===== config.mk =====
export PLATFORM = sky130hd
export DESIGN_NAME = key_event_gen_flat
export DESIGN_NICKNAME = d
export VERILOG_FILES = /design/src/rtl/key_event_gen_if.sv /design/src/rtl/key_event_gen.sv /design/src/flat_wrapper.sv
export SDC_FILE = /design/constraint.sdc
export NUM_CORES = 1
export LEC_CHECK = 0
export ABC_AREA = 1
export BUFFER_PORTS_ARGS = -buffer_cell sky130_fd_sc_hd__buf_2
export CAP_MARGIN = 20
export CELL_PAD_IN_SITES_DETAIL_PLACEMENT = 1
export CELL_PAD_IN_SITES_GLOBAL_PLACEMENT = 1
export CORE_UTILIZATION = 40
export CTS_BUF_LIST = sky130_fd_sc_hd__clkbuf_16
export DETAILED_ROUTE_END_ITERATION = 7
export GPL_TIMING_DRIVEN = 0
export PLACE_DENSITY = 0.76
export RECOVER_POWER = 100
export SETUP_SLACK_MARGIN = 0.15
export SLEW_MARGIN = 20
export SYNTH_ARGS = -nofsm -noshare
export SYNTH_HDL_FRONTEND = slang
export SYNTH_SLANG_ARGS = --single-unit

===== constraint.sdc =====
create_clock -name clk -period 1.51 [get_ports clk]
set_input_delay 0.302 -clock clk [delete_from_list [all_inputs] [get_ports clk]]
set_output_delay 0.302 -clock clk [all_outputs]
set_load 0.01 [all_outputs]

===== src/rtl/key_event_gen_if.sv =====
// Key event bus: raw active-low buttons in, debounced levels and pulses out.
// Master drives the raw switch levels; slave (the generator) returns events.
interface key_event_gen_if #(
    parameter int N_KEYS = 4
);
    logic [N_KEYS-1:0] key_sw;
    logic [N_KEYS-1:0] key_down;
    logic [N_KEYS-1:0] key_press;
    logic [N_KEYS-1:0] key_release;
    logic [N_KEYS-1:0] key_repeat;
    logic              any_down;

    modport master (
        output key_sw,
        input  key_down, key_press, key_release, key_repeat, any_down
    );

    modport slave (
        input  key_sw,
        output key_down, key_press, key_release, key_repeat, any_down
    );
endinterface


===== src/rtl/key_event_gen.sv =====
// Per-key debouncer/event generator; auto-repeat enabled by KEY_EVENT_GEN_AUTO_REPEAT_EN.
// Latency: press/release pulse DEBOUNCE_CYCLES+2 cycles after key_sw settles (2-flop sync + debounce).
// Backpressure: none; pulses are single-cycle and must be consumed when asserted.
module key_event_gen #(
    parameter int N_KEYS               = 4,
    parameter int DEBOUNCE_CYCLES      = 500000,
    parameter int REPEAT_DELAY_CYCLES  = 25000000,
    parameter int REPEAT_PERIOD_CYCLES = 5000000
) (
    input  logic           clk,
    input  logic           reset_n,
    key_event_gen_if.slave keys
);
    localparam int MAX_A  = (DEBOUNCE_CYCLES > REPEAT_DELAY_CYCLES) ? DEBOUNCE_CYCLES : REPEAT_DELAY_CYCLES;
    localparam int MAX_C  = (MAX_A > REPEAT_PERIOD_CYCLES) ? MAX_A : REPEAT_PERIOD_CYCLES;
    localparam int CW     = $clog2(MAX_C + 1);
    localparam logic [CW-1:0] DEB_LAST = CW'(DEBOUNCE_CYCLES - 1);
    localparam logic [CW-1:0] ONE      = CW'(1);
`ifdef KEY_EVENT_GEN_AUTO_REPEAT_EN
    localparam logic [CW-1:0] RD_LAST  = CW'(REPEAT_DELAY_CYCLES - 1);
    localparam logic [CW-1:0] RP_LAST  = CW'(REPEAT_PERIOD_CYCLES - 1);
`endif

    typedef enum logic [1:0] {
        RELEASED,
        DEB_PRESS,
        PRESSED,
        DEB_RELEASE
    } state_t;

    logic [N_KEYS-1:0] sync1;
    logic [N_KEYS-1:0] sync2;
    logic [N_KEYS-1:0] down;
    logic [N_KEYS-1:0] press;
    logic [N_KEYS-1:0] rel;
    logic [N_KEYS-1:0] rpt;

    // Invert here so everything downstream sees 1 = pressed.
    always_ff @(posedge clk) begin
        if (!reset_n) begin
            sync1 <= '0;
            sync2 <= '0;
        end else begin
            sync1 <= ~keys.key_sw;
            sync2 <= sync1;
        end
    end

    for (genvar i = 0; i < N_KEYS; i++) begin : g_key
        state_t        state;
        logic [CW-1:0] cnt;
        logic          down_q;
        logic          press_q;
        logic          rel_q;
        logic          s;
`ifdef KEY_EVENT_GEN_AUTO_REPEAT_EN
        logic [CW-1:0] rcnt;
        logic          rfirst;
        logic          rpt_q;
`endif

        assign s = sync2[i];

        always_ff @(posedge clk) begin
            if (!reset_n) begin
                state   <= RELEASED;
                cnt     <= '0;
                down_q  <= 1'b0;
                press_q <= 1'b0;
                rel_q   <= 1'b0;
`ifdef KEY_EVENT_GEN_AUTO_REPEAT_EN
                rcnt    <= '0;
                rfirst  <= 1'b0;
                rpt_q   <= 1'b0;
`endif
            end else begin
                press_q <= 1'b0;
                rel_q   <= 1'b0;
`ifdef KEY_EVENT_GEN_AUTO_REPEAT_EN
                rpt_q   <= 1'b0;
`endif
                unique case (state)
                    RELEASED: begin
                        if (s) begin
                            state <= DEB_PRESS;
                            cnt   <= ONE;
                        end
                    end
                    DEB_PRESS: begin
                        if (!s) begin
                            state <= RELEASED;
                        end else if (cnt == DEB_LAST) begin
                            state   <= PRESSED;
                            press_q <= 1'b1;
                            down_q  <= 1'b1;
`ifdef KEY_EVENT_GEN_AUTO_REPEAT_EN
                            rcnt    <= '0;
                            rfirst  <= 1'b0;
`endif
                        end else begin
                            cnt <= cnt + ONE;
                        end
                    end
                    PRESSED: begin
                        if (!s) begin
                            state <= DEB_RELEASE;
                            cnt   <= ONE;
                        end
`ifdef KEY_EVENT_GEN_AUTO_REPEAT_EN
                        // Repeat timer only advances while held in PRESSED; frozen in DEB_RELEASE.
                        else if (rcnt == (rfirst ? RP_LAST : RD_LAST)) begin
                            press_q <= 1'b1;
                            rpt_q   <= 1'b1;
                            rcnt    <= '0;
                            rfirst  <= 1'b1;
                        end else begin
                            rcnt <= rcnt + ONE;
                        end
`endif
                    end
                    DEB_RELEASE: begin
                        if (s) begin
                            state <= PRESSED;
                        end else if (cnt == DEB_LAST) begin
                            state  <= RELEASED;
                            rel_q  <= 1'b1;
                            down_q <= 1'b0;
`ifdef KEY_EVENT_GEN_AUTO_REPEAT_EN
                            rcnt   <= '0;
                            rfirst <= 1'b0;
`endif
                        end else begin
                            cnt <= cnt + ONE;
                        end
                    end
                    default: state <= RELEASED;
                endcase
            end
        end

        assign down[i]  = down_q;
        assign press[i] = press_q;
        assign rel[i]   = rel_q;
`ifdef KEY_EVENT_GEN_AUTO_REPEAT_EN
        assign rpt[i]   = rpt_q;
`else
        assign rpt[i]   = 1'b0;
`endif
    end

    assign keys.key_down    = down;
    assign keys.key_press   = press;
    assign keys.key_release = rel;
    assign keys.key_repeat  = rpt;
    assign keys.any_down    = |down;
endmodule


===== src/flat_wrapper.sv =====
// flat-port wrapper written by rule: the top's interface ports become plain ports
module key_event_gen_flat 
#(
    parameter int N_KEYS               = 4,
    parameter int DEBOUNCE_CYCLES      = 500000,
    parameter int REPEAT_DELAY_CYCLES  = 25000000,
    parameter int REPEAT_PERIOD_CYCLES = 5000000
)
  (clk, reset_n, keys_key_sw, keys_key_down, keys_key_press, keys_key_release, keys_key_repeat, keys_any_down);
  key_event_gen_if #(.N_KEYS(N_KEYS)) keys_i ();
  input  logic clk;
  input  logic reset_n;
  input wire logic [$bits(keys_i.key_sw)-1:0] keys_key_sw;
  output wire logic [$bits(keys_i.key_down)-1:0] keys_key_down;
  output wire logic [$bits(keys_i.key_press)-1:0] keys_key_press;
  output wire logic [$bits(keys_i.key_release)-1:0] keys_key_release;
  output wire logic [$bits(keys_i.key_repeat)-1:0] keys_key_repeat;
  output wire logic [$bits(keys_i.any_down)-1:0] keys_any_down;
  assign keys_i.key_sw = keys_key_sw;
  assign keys_key_down = keys_i.key_down;
  assign keys_key_press = keys_i.key_press;
  assign keys_key_release = keys_i.key_release;
  assign keys_key_repeat = keys_i.key_repeat;
  assign keys_any_down = keys_i.any_down;
  key_event_gen #(.N_KEYS(N_KEYS), .DEBOUNCE_CYCLES(DEBOUNCE_CYCLES), .REPEAT_DELAY_CYCLES(REPEAT_DELAY_CYCLES), .REPEAT_PERIOD_CYCLES(REPEAT_PERIOD_CYCLES)) u_core (.clk(clk), .reset_n(reset_n), .keys(keys_i));
endmodule

# Word level (Yosys, flattened, before mapping)
# Index checks and enable logic that the tools add are counted.
# op_classes
addsub	4
eq_ne	48
n_mux	76
n_bitwise	6
reduce_logical	29
# ops
op	n
$mux W25	20
$pmux W25 S4	4
$add A25 B1 Y25 const B	4
$eq A25 B19 Y1 const B	4
$mux W2	24
$ne A2 B1 Y1 const B	16
$pmux W2 S4	4
$reduce_and A4 Y1	8
$mux W1	20
$reduce_and A5 Y1	4
$eq A2 B2 Y1 const B	8
$ne A2 B2 Y1 const B	8
$ne A3 B1 Y1 const B	4
$ne A3 B3 Y1 const B	4
$reduce_and A3 Y1	4
$reduce_or A3 Y1	4
$eq A2 B1 Y1 const B	4
$logic_not A2 Y1	4
$pmux W1 S2	4
$reduce_bool A2 Y1	4
$not A1 Y1	5
$not A4 Y4	1
$reduce_or A4 Y1	1
# word_totals
register_bits	128
out_inout_bits	17
wordCells	185

# Depth between registers and ports, before layout
# depth
depth_word	4
ltp_mapped	13
mapped_depth_nobuf	12

# Worst setup path before layout
# No wires, ideal clock.
# synth_path
path_kind	flip-flop to flip-flop
from	reg u_core.g_key[1].cnt[0]
to	reg u_core.g_key[1].cnt[10]
setup_time_ns	0.123
t_arrival_ns	1.496
slack_ns	-0.109
path_stages_with_launch	12
path_buffers	1
period_less_slack_ns	1.619
path_cell_list	dfxtp_1 ha_1 nand2_2 nor2_4 nand3_2 nor2_4 nand3_4 nand2_4 inv_2 buf_6 nand2_1 a21oi_2
# synth_via
elab_chain_cells	4
# synth_lines
item	line_no	source
start: declaration	key_event_gen.sv:51	logic [CW-1:0] cnt;
start signal: assignment	key_event_gen.sv:101	cnt <= cnt + ONE;
start signal: assignment	key_event_gen.sv:133	cnt <= cnt + ONE;
$add A25 B1 Y25 or $eq A25 B19 Y1 (tied branches)	-	
$mux W25 *	key_event_gen.sv:92, key_event_gen.sv:124	
$mux W25, on equally long branches	key_event_gen.sv:122, key_event_gen.sv:90	
$pmux W25 S4 *	key_event_gen.sv:82	unique case (state)
# Mark *: on every way between the ends. The rest lies on a longest branch, timed or not. The select of a mux whose other input is x is not followed.
# A chain may end at the register's enable or synchronous reset.

# Worst setup path after layout
# layout_path
from	reg u_core.g_key[3].cnt[15]
to	reg u_core.g_key[3].cnt[24]
# layout_via
elab_chain_cells	4
# layout_lines
item	line_no
start: declaration	key_event_gen.sv:51
start signal: assignment	key_event_gen.sv:101
start signal: assignment	key_event_gen.sv:133
$add A25 B1 Y25 or $eq A25 B19 Y1 (tied branches)	-
$mux W25 *	key_event_gen.sv:92, key_event_gen.sv:124
$mux W25, on equally long branches	key_event_gen.sv:122, key_event_gen.sv:90
$pmux W25 S4 *	key_event_gen.sv:82
# Marks and branches as above.

==> metrics.md <==
| Metric | Value |
|---|---|
| Final Setup Violations | `116` |
| Core footprint | `18900 um^2` |
| Startpoint Class | `register` |
| Detailed placement HPWL | `18.2 mm` |
| Clock sinks | `128` |
| Cell area after layout | `approximately 12000 um^2` |
| Nets | `between 1000 and 1500` |
| Reg area | `2690 um^2` |
| Met1 Use GR | `36.0%` |
| Layout cells sized above 1 | `42.4%` |
| Final TNS setup | `-22.89 ns` |
| Seq/Total Area, Yosys | `32.9%` |
| Total Routed Length | `37.7 mm` |
| CTS clk-pin slew, worst paths | `0.06 ns` |
| TritonCTS buffer count | `17` |
| Total track usage | `32.3%` |
| Global Route met2 Usage | `59.4%` |
| Critical Path Sink Type | `register` |
| First-pass GRT wire length | `between 50 and 60 mm` |
| Outcome | `finished, violations left` |
| Post-DP Area | `about 8500 um^2` |
| Fill cells | `between 2000 and 2500` |
| Worst min-delay path class | `input port to register` |
| Slew headroom | `47.9%` |
| GPL Wtd Cong | `0.888` |
| Crit Path Class | `register to register` |
| Crit path time final | `1.93 ns` |
| WL/cell | `21.9 um` |
| Peak VDD IR | `0.791 mV` |
| DRT iter0 DRCs | `roughly 600` |
| First-pass DRT Iterations | `7` |
| Slew Viols, Final | `0` |
| Initial antenna violation count | `0` |
| Vias post-DR | `9721` |
| Mapped Cells | `1295` |
| Remaining antenna violation count | `0` |
| Synthesized cell area | `between 7000 and 8000 um^2` |
| Fmax | `518 MHz` |
| Yosys top cell area share | `32.9%` |
| Die area | `20100 um^2` |
| Antenna Cells | `0` |
| Die Span Y | `142 um` |
| Initial Util | `41.3%` |
| Setup WS post-layout | `-0.422 ns` |
| Grt met3 use | `5.74%` |
| Largest net degree at the start of global routing | `17` |
| Vias in the first global route | `9706` |
| Measured slew at the worst slew-check pin | `0.782 ns` |
| Die Wd | `142 um` |
| H-tree Lvls | `4` |
| Gr busiest metal | `met2` |
| Seq cells post-synth | `between 100 and 150` |
| Pwr/cell area | `676 nW/um^2` |
| Hold Path Stages | `2` |
| LEAKAGE | `4.41 nW` |
| Clock Latency Late Sink | `0.45 ns` |
| Vias per cell | `about 5.6` |
| Max clock buf depth | `2` |
| Worst path required time | `1.88 ns` |
| Area of the multi-input gates | `5830 um^2` |
| Mapped Avg Cell Area | `6.02 um^2` |
| Worst Hold End | `u_core.sync1[0]$_SDFF_PN0_` |
| Worst-path fanout max | `5` |
| Hold_buf cts | `0` |
| Port bufs | `17` |
| FF-to-FF Start | `u_core.g_key[3].cnt[15]$_SDFFE_PN0P_` |
| Worst R2R End | `u_core.g_key[3].cnt[24]$_SDFFE_PN0P_` |
| # DRC | `0` |
| Min-delay src | `keys_key_sw[0]` |
| IO Count | `23` |
| Synth top area cells | `dfxtp_1 (33%), nand2_1 (17%), nor2_1 (14%), inv_1 (6.6%), nand3_1 (6.4%)` |
| Top_reg_cell synth | `dfxtp_1` |
| CTS tree | `yes` |
| Post-synth EDFFs | `0` |
| Synth async-reset ratio | `0%` |
| Synth top cells by count | `nand2_1 (351), nor2_1 (300), inv_1 (138)` |
| Synth warnings | `0` |
| Cell with the most instances after synthesis | `nand2_1` |
| Worst EP arrival | `around 2.3 ns` |
| Worst R2R Setup Slack | `-0.42 ns` |
| RSZ-0062 raised after global routing | `yes` |
| Largest area contributor in the netlist | `dfxtp_1` |
| Max-Cap Viols | `0` |
| Final Hold Vio Count | `0` |
| CTS Root Cell | `clkbuf_16` |
| Skew final | `0.0111 ns` |
| Total grt overflow | `0` |
| Row count | `50` |
| Area grow syn2layout | `51.8%` |
| Failing checks | `negative setup slack` |
| Fin crit share | `128%` |
| Cell variety after synth | `36` |
| Cells on worst reg2reg path | `10` |
how the worst max path moves through the flow:
stage	slack, ns	from	end	depth (start not counted)
detailed placement	-0.69	reset_n	u_core.g_key[1].press_q$_SDFF_PN0_	5
global placement	-0.70	reset_n	u_core.g_key[1].press_q$_SDFF_PN0_	5
CTS	-0.14	u_core.g_key[1].cnt[0]$_SDFFE_PN0P_	u_core.g_key[1].cnt[13]$_SDFFE_PN0P_	11
floorplan	-0.04	u_core.g_key[1].cnt[1]$_SDFFE_PN0P_	u_core.g_key[1].cnt[10]$_SDFFE_PN0P_	11
finish	-0.42	u_core.g_key[3].cnt[15]$_SDFFE_PN0P_	u_core.g_key[3].cnt[24]$_SDFFE_PN0P_	10
global route	-0.40	u_core.g_key[3].cnt[13]$_SDFFE_PN0P_	u_core.g_key[3].cnt[24]$_SDFFE_PN0P_	10
metal layers:
layer  vias to the layer above  wire length, um
li1                       4360                -
met1                      4774            14200
met2                       415            19100
met3                       172             2090
met4                         0             2280
met5                         -                0
kinds of logic after synthesis:
family	after synthesis	share of synthesized area, %
AND/OR/NAND/NOR	858	46.5
buffers and inverters	193	11.2
flip-flops	128	32.9
AO/OA/AOI/OAI	89	6.26
XOR/XNOR	22	2.47
adder cells (fa/ha/maj)	4	0.642
other	1	0.0481
placed cells by master, fill, tap and decap left out, types with 6 or more instances in the layout:
| cell | netlist | final |
|---|---|---|
| nor2_1 | 300 | 202 |
| a21oi_1 | 46 | 17 |
| xor2_1 | 21 | 19 |
| o21ai_0 | 31 | 11 |
| clkbuf_2 | 1 | 6 |
| dfxtp_2 | 0 | 62 |
| inv_2 | 3 | 22 |
| buf_8 | 0 | 10 |
| a21oi_2 | 9 | 35 |
| nand2_4 | 2 | 24 |
| nor3_1 | 26 | 19 |
| dfxtp_4 | 0 | 13 |
| nand2_2 | 15 | 73 |
| buf_6 | 7 | 36 |
| buf_4 | 18 | 87 |
| buf_16 | 0 | 8 |
| nand4_1 | 33 | 33 |
| clkbuf_1 | 14 | 14 |
| nor2_4 | 3 | 57 |
| nor2_2 | 14 | 58 |
| dfxtp_1 | 128 | 53 |
| buf_12 | 1 | 11 |
| nand3_2 | 1 | 23 |
| o21ai_1 | 0 | 8 |
| buf_2 | 11 | 9 |
| nand3_1 | 100 | 71 |
| o21ai_2 | 1 | 9 |
| inv_1 | 138 | 115 |
| clkbuf_16 | 0 | 21 |
| nand2_1 | 351 | 267 |
| nand3_4 | 1 | 8 |
repair_timing:
item | CTS | global route
pin swaps | 88 | 99
endpoints found under the hold margin | 0 | 0
setup endpoints to repair | 125 | 127
gates cloned | 11 | 3
setup buffers | 83 | 22
resized for setup | 310 | 234
critical path: stages (launching register included):
cell and delay (ns):
dfxtp_1 0.46, nand2_1 0.14, nor2_1 0.29, nand2_1 0.19, nor2_1 0.24, nand2_1 0.10, nand2_1 0.08, nand3_1 0.08
nor2_2 0.12, nor2_1 0.07, nor2_1 0.08
metrics by stage:
step / cells / power [mW] / hold WS [ns] / util (%) / worst slack (ns)
after floorplan: 1298 / 3.70 / 0.374 / - / -0.0374
final: 1726 / 8.00 / 0.0234 / 62.7 / -0.422
after detailed placement: 1575 / 3.82 / 0.400 / 45.0 / -0.690
after global placement: 1575 / 3.81 / 0.395 / 45.0 / -0.698
after global routing: 1726 / 8.16 / 0.0228 / 62.7 / -0.404
after CTS: 1701 / 7.84 / 0.0158 / 57.7 / -0.142
final cells by class:
cell class                 instances  share of cell area [%]
tap                              260                    2.75
multi-input combinational        977                    49.2
buffer                            52                    4.25
sequential                       128                    22.7
timing repair buffer             136                    11.8
inverter                         141                    4.72
clock inverter                    15                   0.877
clock buffer                      17                    3.59
where the power goes:
group	internal, mW	switching (mW)	total [mW]	leakage, nW
clock	2.21	1.73	3.95	0.259
combinational	0.266	0.392	0.658	3.08
sequential	3.38	0.0220	3.40	1.08
total	5.86	2.15	8.00	4.41
state kept, by name, indices dropped and copies added (netlist names), named ones only:
| register | count |
|---|---|
| u_core.g_key.press_q | 4 |
| u_core.g_key.down_q | 4 |
| u_core.sync2 | 4 |
| u_core.g_key.cnt | 100 |
| u_core.g_key.state | 4 |
| u_core.sync1 | 4 |
| u_core.g_key.rel_q | 4 |
(Power assumes the default switching activity.)
